**config.mk**
```make
export PLATFORM = sky130hd
export DESIGN_NAME = tone_bank
export DESIGN_NICKNAME = d
export VERILOG_FILES = /design/src/rtl/tone_bank.sv
export SDC_FILE = /design/constraint.sdc
export NUM_CORES = 1
export LEC_CHECK = 0
export ABC_AREA = 1
export BUFFER_PORTS_ARGS = -buffer_cell sky130_fd_sc_hd__buf_2
export CORE_UTILIZATION = 47
export DETAILED_ROUTE_END_ITERATION = 10
export PLACE_DENSITY_LB_ADDON = 0.12
export REMOVE_ABC_BUFFERS = 1
export SLEW_MARGIN = 40
export SYNTH_ARGS = -nofsm -noshare
export SYNTH_HDL_FRONTEND = slang
export SYNTH_SLANG_ARGS = --single-unit
export TNS_END_PERCENT = 20
```
**constraint.sdc**
```tcl
create_clock -name clk -period 12.3 [get_ports clk]
set_input_delay 0.615 -clock clk [delete_from_list [all_inputs] [get_ports clk]]
set_output_delay 0.615 -clock clk [all_outputs]
set_load 0.01 [all_outputs]
```
**src/rtl/tone_bank.sv**
```systemverilog
// tone_bank: multi-channel programmable square-wave tone generator.
// Each channel's half-period is loaded at run time through a valid/ready command
// port. A new value waits in a per-channel pending slot and is applied only at a
// half-period boundary, so retuning never produces runt pulses. The block outputs
// one registered tone bit per channel and a registered count of how many tone
// bits are high, for the audio/PWM stage.
// Optional feature macro: TONE_DURATION_EN. When it is defined, each command also
// carries a duration in prescaler ticks, and the channel silences itself when that
// duration runs out.
module tone_bank #(
  parameter int NCH   = 4,
  parameter int DIV_W = 26
`ifdef TONE_DURATION_EN
  , parameter int CLK_HZ  = 50_000_000,
  parameter int DUR_W   = 16,
  parameter int TICK_HZ = 1000
`endif
) (
  input  logic                                    clk,
  input  logic                                    rst,
  input  logic                                    cmd_valid,
  output logic                                    cmd_ready,
  input  logic [((NCH > 1) ? $clog2(NCH) : 1)-1:0] cmd_ch,
  input  logic [DIV_W-1:0]                        cmd_half,
`ifdef TONE_DURATION_EN
  input  logic [DUR_W-1:0]                        cmd_dur,
`endif
  output logic [NCH-1:0]                          tone_out,
  output logic [$clog2(NCH+1)-1:0]                mix_out,
  output logic [NCH-1:0]                          busy
);

  localparam int CW = (NCH > 1) ? $clog2(NCH) : 1;
  localparam int MW = $clog2(NCH + 1);

  logic [DIV_W-1:0] r_half     [NCH];
  logic [DIV_W-1:0] r_cnt      [NCH];
  logic [DIV_W-1:0] r_pendHalf [NCH];
  logic [NCH-1:0]   r_pending;
  logic [NCH-1:0]   r_tone;
  logic [MW-1:0]    r_mix;

  logic             w_cmdReady;
  logic [NCH-1:0]   w_accept;
  logic [NCH-1:0]   w_active;
  logic [NCH-1:0]   w_boundary;
  logic [MW-1:0]    w_pop;

`ifdef TONE_DURATION_EN
  localparam int P  = CLK_HZ / TICK_HZ;
  localparam int PW = (P > 1) ? $clog2(P) : 1;

  logic [PW-1:0]    r_pre;
  logic [DUR_W-1:0] r_rem     [NCH];
  logic [DUR_W-1:0] r_pendDur [NCH];
  logic             w_tick;
  logic [NCH-1:0]   w_expire;

  // Free-running prescaler producing one tick every P clocks
  always_ff @(posedge clk or posedge rst) begin
    if (rst) begin
      r_pre <= '0;
    end else if (w_tick) begin
      r_pre <= '0;
    end else begin
      r_pre <= r_pre + PW'(1);
    end
  end

  assign w_tick = (r_pre == PW'(P - 1));
`endif

  // Ready reflects the addressed channel's pending slot; out-of-range channels always accept
  always_comb begin
    w_cmdReady = 1'b1;
    w_accept   = '0;
    for (int i = 0; i < NCH; i++) begin
      if (cmd_ch == CW'(i)) begin
        w_cmdReady  = !r_pending[i];
        w_accept[i] = cmd_valid && !r_pending[i];
      end
    end
  end

  // Per-channel activity and half-period boundary detection
  always_comb begin
    w_active   = '0;
    w_boundary = '0;
    for (int i = 0; i < NCH; i++) begin
      w_active[i]   = (r_half[i] != '0);
      w_boundary[i] = w_active[i] && (r_cnt[i] == (r_half[i] - DIV_W'(1)));
    end
  end

`ifdef TONE_DURATION_EN
  // Expiry fires on a tick when the last unit of duration is consumed, unless a pending apply wins
  always_comb begin
    w_expire = '0;
    for (int i = 0; i < NCH; i++) begin
      w_expire[i] = w_tick && w_active[i] && (r_rem[i] == DUR_W'(1)) &&
                    !(w_boundary[i] && r_pending[i]);
    end
  end
`endif

  // Channel engine: counting, toggling, pending apply and command capture
  always_ff @(posedge clk or posedge rst) begin
    if (rst) begin
      r_pending <= '0;
      r_tone    <= '0;
      for (int i = 0; i < NCH; i++) begin
        r_half[i]     <= '0;
        r_cnt[i]      <= '0;
        r_pendHalf[i] <= '0;
`ifdef TONE_DURATION_EN
        r_rem[i]      <= '0;
        r_pendDur[i]  <= '0;
`endif
      end
    end else begin
      for (int i = 0; i < NCH; i++) begin
        if (w_boundary[i] && r_pending[i]) begin
          r_half[i]    <= r_pendHalf[i];
          r_cnt[i]     <= '0;
          r_pending[i] <= 1'b0;
          r_tone[i]    <= (r_pendHalf[i] == '0) ? 1'b0 : !r_tone[i];
`ifdef TONE_DURATION_EN
          r_rem[i]     <= r_pendDur[i];
        end else if (w_expire[i]) begin
          r_half[i]    <= '0;
          r_cnt[i]     <= '0;
          r_tone[i]    <= 1'b0;
          r_rem[i]     <= '0;
`endif
        end else if (w_active[i]) begin
          if (w_boundary[i]) begin
            r_cnt[i]  <= '0;
            r_tone[i] <= !r_tone[i];
          end else begin
            r_cnt[i]  <= r_cnt[i] + DIV_W'(1);
          end
`ifdef TONE_DURATION_EN
          if (w_tick && (r_rem[i] > DUR_W'(1))) begin
            r_rem[i] <= r_rem[i] - DUR_W'(1);
          end
`endif
        end else if (r_pending[i]) begin
          r_half[i]    <= r_pendHalf[i];
          r_cnt[i]     <= '0;
          r_tone[i]    <= 1'b0;
          r_pending[i] <= 1'b0;
`ifdef TONE_DURATION_EN
          r_rem[i]     <= r_pendDur[i];
`endif
        end

        if (w_accept[i]) begin
          r_pending[i]  <= 1'b1;
          r_pendHalf[i] <= cmd_half;
`ifdef TONE_DURATION_EN
          r_pendDur[i]  <= cmd_dur;
`endif
        end
      end
    end
  end

  // Population count of the current tone bits
  always_comb begin
    w_pop = '0;
    for (int i = 0; i < NCH; i++) begin
      w_pop = w_pop + MW'(r_tone[i]);
    end
  end

  // Mix level registered one cycle behind the tone bits
  always_ff @(posedge clk or posedge rst) begin
    if (rst) begin
      r_mix <= '0;
    end else begin
      r_mix <= w_pop;
    end
  end

  // A channel is busy whenever its applied half-period is non-zero
  always_comb begin
    busy = '0;
    for (int i = 0; i < NCH; i++) begin
      busy[i] = w_active[i];
    end
  end

  assign cmd_ready = w_cmdReady;
  assign tone_out  = r_tone;
  assign mix_out   = r_mix;

endmodule

```
Word level (Yosys, flattened, before mapping)
Index checks and enable logic that the tools add are counted.
W data, S select, Z words.
- flip-flop bits (word level): 323
- output and inout port bits: 12
- logic and storage cells: 164
- input bits: 31
- muxes and demuxes: 68
- reductions and logical operators: 45
- eq/ne operators: 19
- $add $sub $neg: 11
- operators with widths (operator ; count):
    $mux W26 ; 28
    $add A26 B1 Y26 const B ; 4
    $eq A26 B26 Y1 ; 4
    $logic_not A26 Y1 ; 4
    $reduce_bool A26 Y1 ; 4
    $sub A26 B1 Y26 const B ; 4
    $mux W1 ; 40
    $ne A3 B1 Y1 const B ; 8
    $reduce_and A2 Y1 ; 8
    $logic_and A1 B1 Y1 ; 12
    $reduce_bool A3 Y1 ; 4
    $logic_not A1 Y1 ; 8
    $ne A2 B1 Y1 const B ; 4
    $reduce_bool A2 Y1 ; 4
    $eq A2 B2 Y1 const B ; 2
    $add A2 B1 Y3 ; 1
    $add A3 B1 Y3 ; 1
    $add A1 B1 Y2 ; 1
    $eq A2 B1 Y1 const B ; 1
    $logic_not A2 Y1 ; 1

Logic depth before layout (Yosys ltp)
- depth after elaboration: 6
- mapped depth: 20
- depth with buffers taken out: 19

Worst setup path after synthesis
Ideal clock, no wire load.
- path kind: register to register
- start: register r_half[78] (netlist bit)
- end: register r_half[80] (netlist bit)
- stages on the path, launching flop included: 19
- arrival: 2.227 ns
- required time: 12.183 ns
- path buffers: 1
- path slack: 9.956 ns
- setup time: 0.117 ns
- path through: dfrtp_1 inv_1 ha_1 nand2_2 nor2_4 nand2_2 inv_2 nand2_1 nand2_1 nand2_1 nand2_1 nand2_1 nor2_1 nand3_1 o21ai_4 nand2_4 buf_2 nand2_1 nand2_1
- word-level cells in the longest chain between the ends: 6
- RTL lines (item ; RTL line ; RTL):
    start: declaration ; 36 ; logic [DIV_W-1:0] r_half [NCH];
    start signal: indexed assignment ; 123 ; r_half[i] <= r_pendHalf[i];
    start signal: indexed assignment ; 148 ; r_half[i] <= r_pendHalf[i];
    $sub A26 B1 Y26 ; 91 ; w_boundary[i] = w_active[i] && (r_cnt[i] == (r_half[i] - DIV_W'(1)));
    $eq A26 B26 Y1 ; 91 ;
    $logic_and A1 B1 Y1 ; 91 ;
    $logic_and A1 B1 Y1 ; 122 ; if (w_boundary[i] && r_pending[i]) begin
    $ne A2 B1 Y1 (no line) or $reduce_bool A2 Y1 (tied branches) ; n/a ;
    $reduce_and A2 Y1 (no line) ; n/a ;
Parallel ways exist; a longest one is shown, timed or not.
A chain may end at the register's enable or synchronous reset.

Worst setup path in the final report
- start: register r_half[52] (netlist bit)
- end: register r_half[52] (netlist bit)
Same word-level chain as after synthesis.

==> impl_metrics.yaml <==
finish:
  seqCellArea_um2: 8080
  final_antenna_diode_count: 0
  area_growth_syn_to_layout_pct: 9.85
  fin_nets: 2995
  n_fill_cell: 4278
  multi_input_comb_area_um2: 10800
  drive_gt1_share_pct: 5.67
job:
  max_cap_violations: 0
setup_path:
  crit_fanout: 46
  reg2reg_from: "r_half[52]"
  r2r_setup_slack_ps: 8820
  crit_arrival_ps: 3920
  worst-r2r-cell-count: 17
  worstSetupEndpointType: "flop"
  setup.worst_path.class: "flop to flop"
  critical-path-max-stage-delay_ps: 640
  crit_chain: "inv_1 > ha_1 > nand2_1 > nor2_1 > nand2_1 > nor2_1 > nand3_1 > nand2_1 > nand2_1 > inv_1 > nand2_1 > nor2_1 > nand3_1 > nand2_4 > nand2_4 > nand2_1 > nand2_1"
  worstSetupStartpoint: "r_half[52]"
  regToRegEndpoint: "r_half[52]"
  crit_path_end: "r_half[52]"
  critPathRequiredTime_ps: 12740
  highest_delay_cell_along_the_critical_path: "nor2_1"
  critPathLaunchType: "flop"
  critical_path_s_most_frequent_cell: "nand2_1"
placement:
  portBuffers: 42
  hpwl_um: 43700
  place_congestion: 0.960
global_route:
  grt_pass1_vias: 18189
  grt_antenna_before_repair: 1
  grt_first_pass_wirelength_um: 95500
  grt_start_max_net_pins: 115
  grt_use_total_pct: 26.9
  total_gr_overflow: 0
clocking:
  cts_hold_buf: 0
  tritoncts_num_sinks: 323
  worst_skew_pair.late_latency_ps: 560
  h-tree-depth: 2
  cts-buffers-inserted: 38
  clock_path_buffers: 3
  clkSlewWorstSetupHoldPaths_ps: 60
  cts_post_setup_buffers_inserted: 0
  post_cts_sizing_count: 0
  clk_root_buffer_cell: "clkbuf_16"
  tritoncts: "built"
sta:
  setup_repair_after_global_routing_missed_its_margin: "no"
  timing_worst_slew_pin_value_ps: 788
  finalSetupTns_ps: 0
  timing.final.crit_period_ps: 3480
  max_slew_violation_count: 0
  hold_viol_final: 0
  clock_skew_ps: 12.4
  timing.final.setup_violations: 0
  max_clock_freq_ghz: 0.287
  slew_headroom_pct: 47.3
  final_cycle_share_pct: 28.3
power:
  leakage_nw: 11.5
  p_total_w: 0.00506
  pwr_density_cell_nw_per_um2: 225
  vdd_drop_max_uv: 133
floorplan:
  fp.dieArea_um2: 44300
  die_extent_in_y_um: 211
  placementRows: 76
  core_area_um2: 43000
  initial_core_util_pct: 47.6
  ioPinCount: 43
  die_w_um: 211
synthesis:
  post-synth-top-area-cell: "dfrtp_1"
  postSynthCellCount: 2933
  yosys.cell_count.top_type: "nand2_1"
  synth_seq_cells: 323
  number_of_flops_mapped_to_enable_cells_by_yosys: 0
  synth_ff_type: "dfrtp_1"
  total_standard_cell_area_after_synthesis_um2: 20400
  async_reset_ff_share_pct: 100
  ys_warn_count: 0
  synth_top_cell_area_share_pct: 39.5
  synth_commonest_cells: "nand2_1, dfrtp_1, inv_1"
  synth-seq-area-share_pct: 39.5
  synth.lib_cells_used.distinct: 45
  syn_area_per_cell_um2: 6.97
  synthTopCellsByArea: "dfrtp_1, nand2_1, nand3_1"
drt:
  drcViolationCount: 0
  route.vias.total: 19080
  finalWirelength_um: 58100
  route.detailed.wl_per_inst_um: 16.3
  drt_iter0_drc: 1642
  routed_via_density: 5.36
  drt_pre_antenna_iters: 6
  route.antenna.remaining_nets: 0
hold_path:
  hold_class: "primary input to async pin"
status:
  outcome: "complete, no violations"
critical path: cells and delay by family (launching register included):
family	cells	cell delay, ps
buf+inv	2	170
fa+ha+maj	1	210
flops	1	400
simple gates	14	2560
report_power, final:
group	internal [W]	switching [W]	total, W
Sequential	0.00138	0.000420	0.00180
Clock	0.000687	0.000460	0.00115
Combinational	0.000751	0.00136	0.00211
layout make-up:
| type | instances | share of cell area, % |
|---|---|---|
| repair buffers | 56 | 1.56 |
| multi-input cells | 2201 | 48.0 |
| clock buffers | 56 | 5.09 |
| well taps | 585 | 3.26 |
| flip-flops and latches | 323 | 36.0 |
| inverters | 329 | 5.55 |
| clock inverters | 13 | 0.574 |
per-stage QoR:
step	instances	util, %	setup slack [ps]	hold WS (ps)	area [um2]
2_1_floorplan	2853	-	2740	464	20100
3_3_place_gp	3491	49.1	8740	484	21100
3_5_place_dp	3493	49.2	8580	484	21200
4_1_cts	3562	52.2	8590	256	22400
5_1_grt	3563	52.3	8450	205	22500
6_report	3563	52.3	8820	152	22500
worst min-delay path by stage:
stage / endpoint / slack, ps / cells after the start
3_3_place_gp: r_half[79] / 480 / 2
5_1_grt: r_cnt[20] / 210 / 2
4_1_cts: r_cnt[20] / 260 / 2
3_5_place_dp: r_half[79] / 480 / 2
2_1_floorplan: r_half[53] / 460 / 2
6_report: r_cnt[20] / 150 / 2
placed cells by master, fill, tap and decap left out, types with 14 or more instances in the layout:
cell type | Yosys | layout
buf_2 | 16 | 42
clkbuf_16 | 0 | 41
dfrtp_1 | 323 | 322
ha_1 | 14 | 14
inv_1 | 319 | 318
nand2_1 | 955 | 954
nand3_1 | 241 | 241
nand3b_1 | 28 | 28
nand4_1 | 75 | 75
nor2_1 | 304 | 304
nor3_1 | 44 | 44
nor4_1 | 53 | 53
o21ai_0 | 186 | 186
o22ai_1 | 33 | 33
xnor2_1 | 54 | 54
xor2_1 | 117 | 117
per-layer routing:
metal	global-route usage, %	vias up	share of wire (%)
li1	-	9461	-
met1	37.8	9032	47
met2	43.2	494	46
met3	3.17	93	5.2
met4	8.42	0	2.5
met5	0	-	0
cell families after synthesis:
family / count (synthesis) / share of synthesized area [%]
buffers and inverters: 409 / 7.84
adders and majority gates: 15 / 0.955
and+or+nand+nor: 1752 / 36.9
AOI/OAI and AO/OA: 257 / 6.87
xor gates and xnor gates: 176 / 7.88
muxes: 1 / 0.0490
DFF: 323 / 39.5
state kept, by name, summed over array words and instances (netlist names):
name	cells
r_cnt	104
r_half	104
r_pendHalf	104
r_pending	4
tone_out	4
mix_out	3
Note: power is estimated with default switching activity, not from simulation.
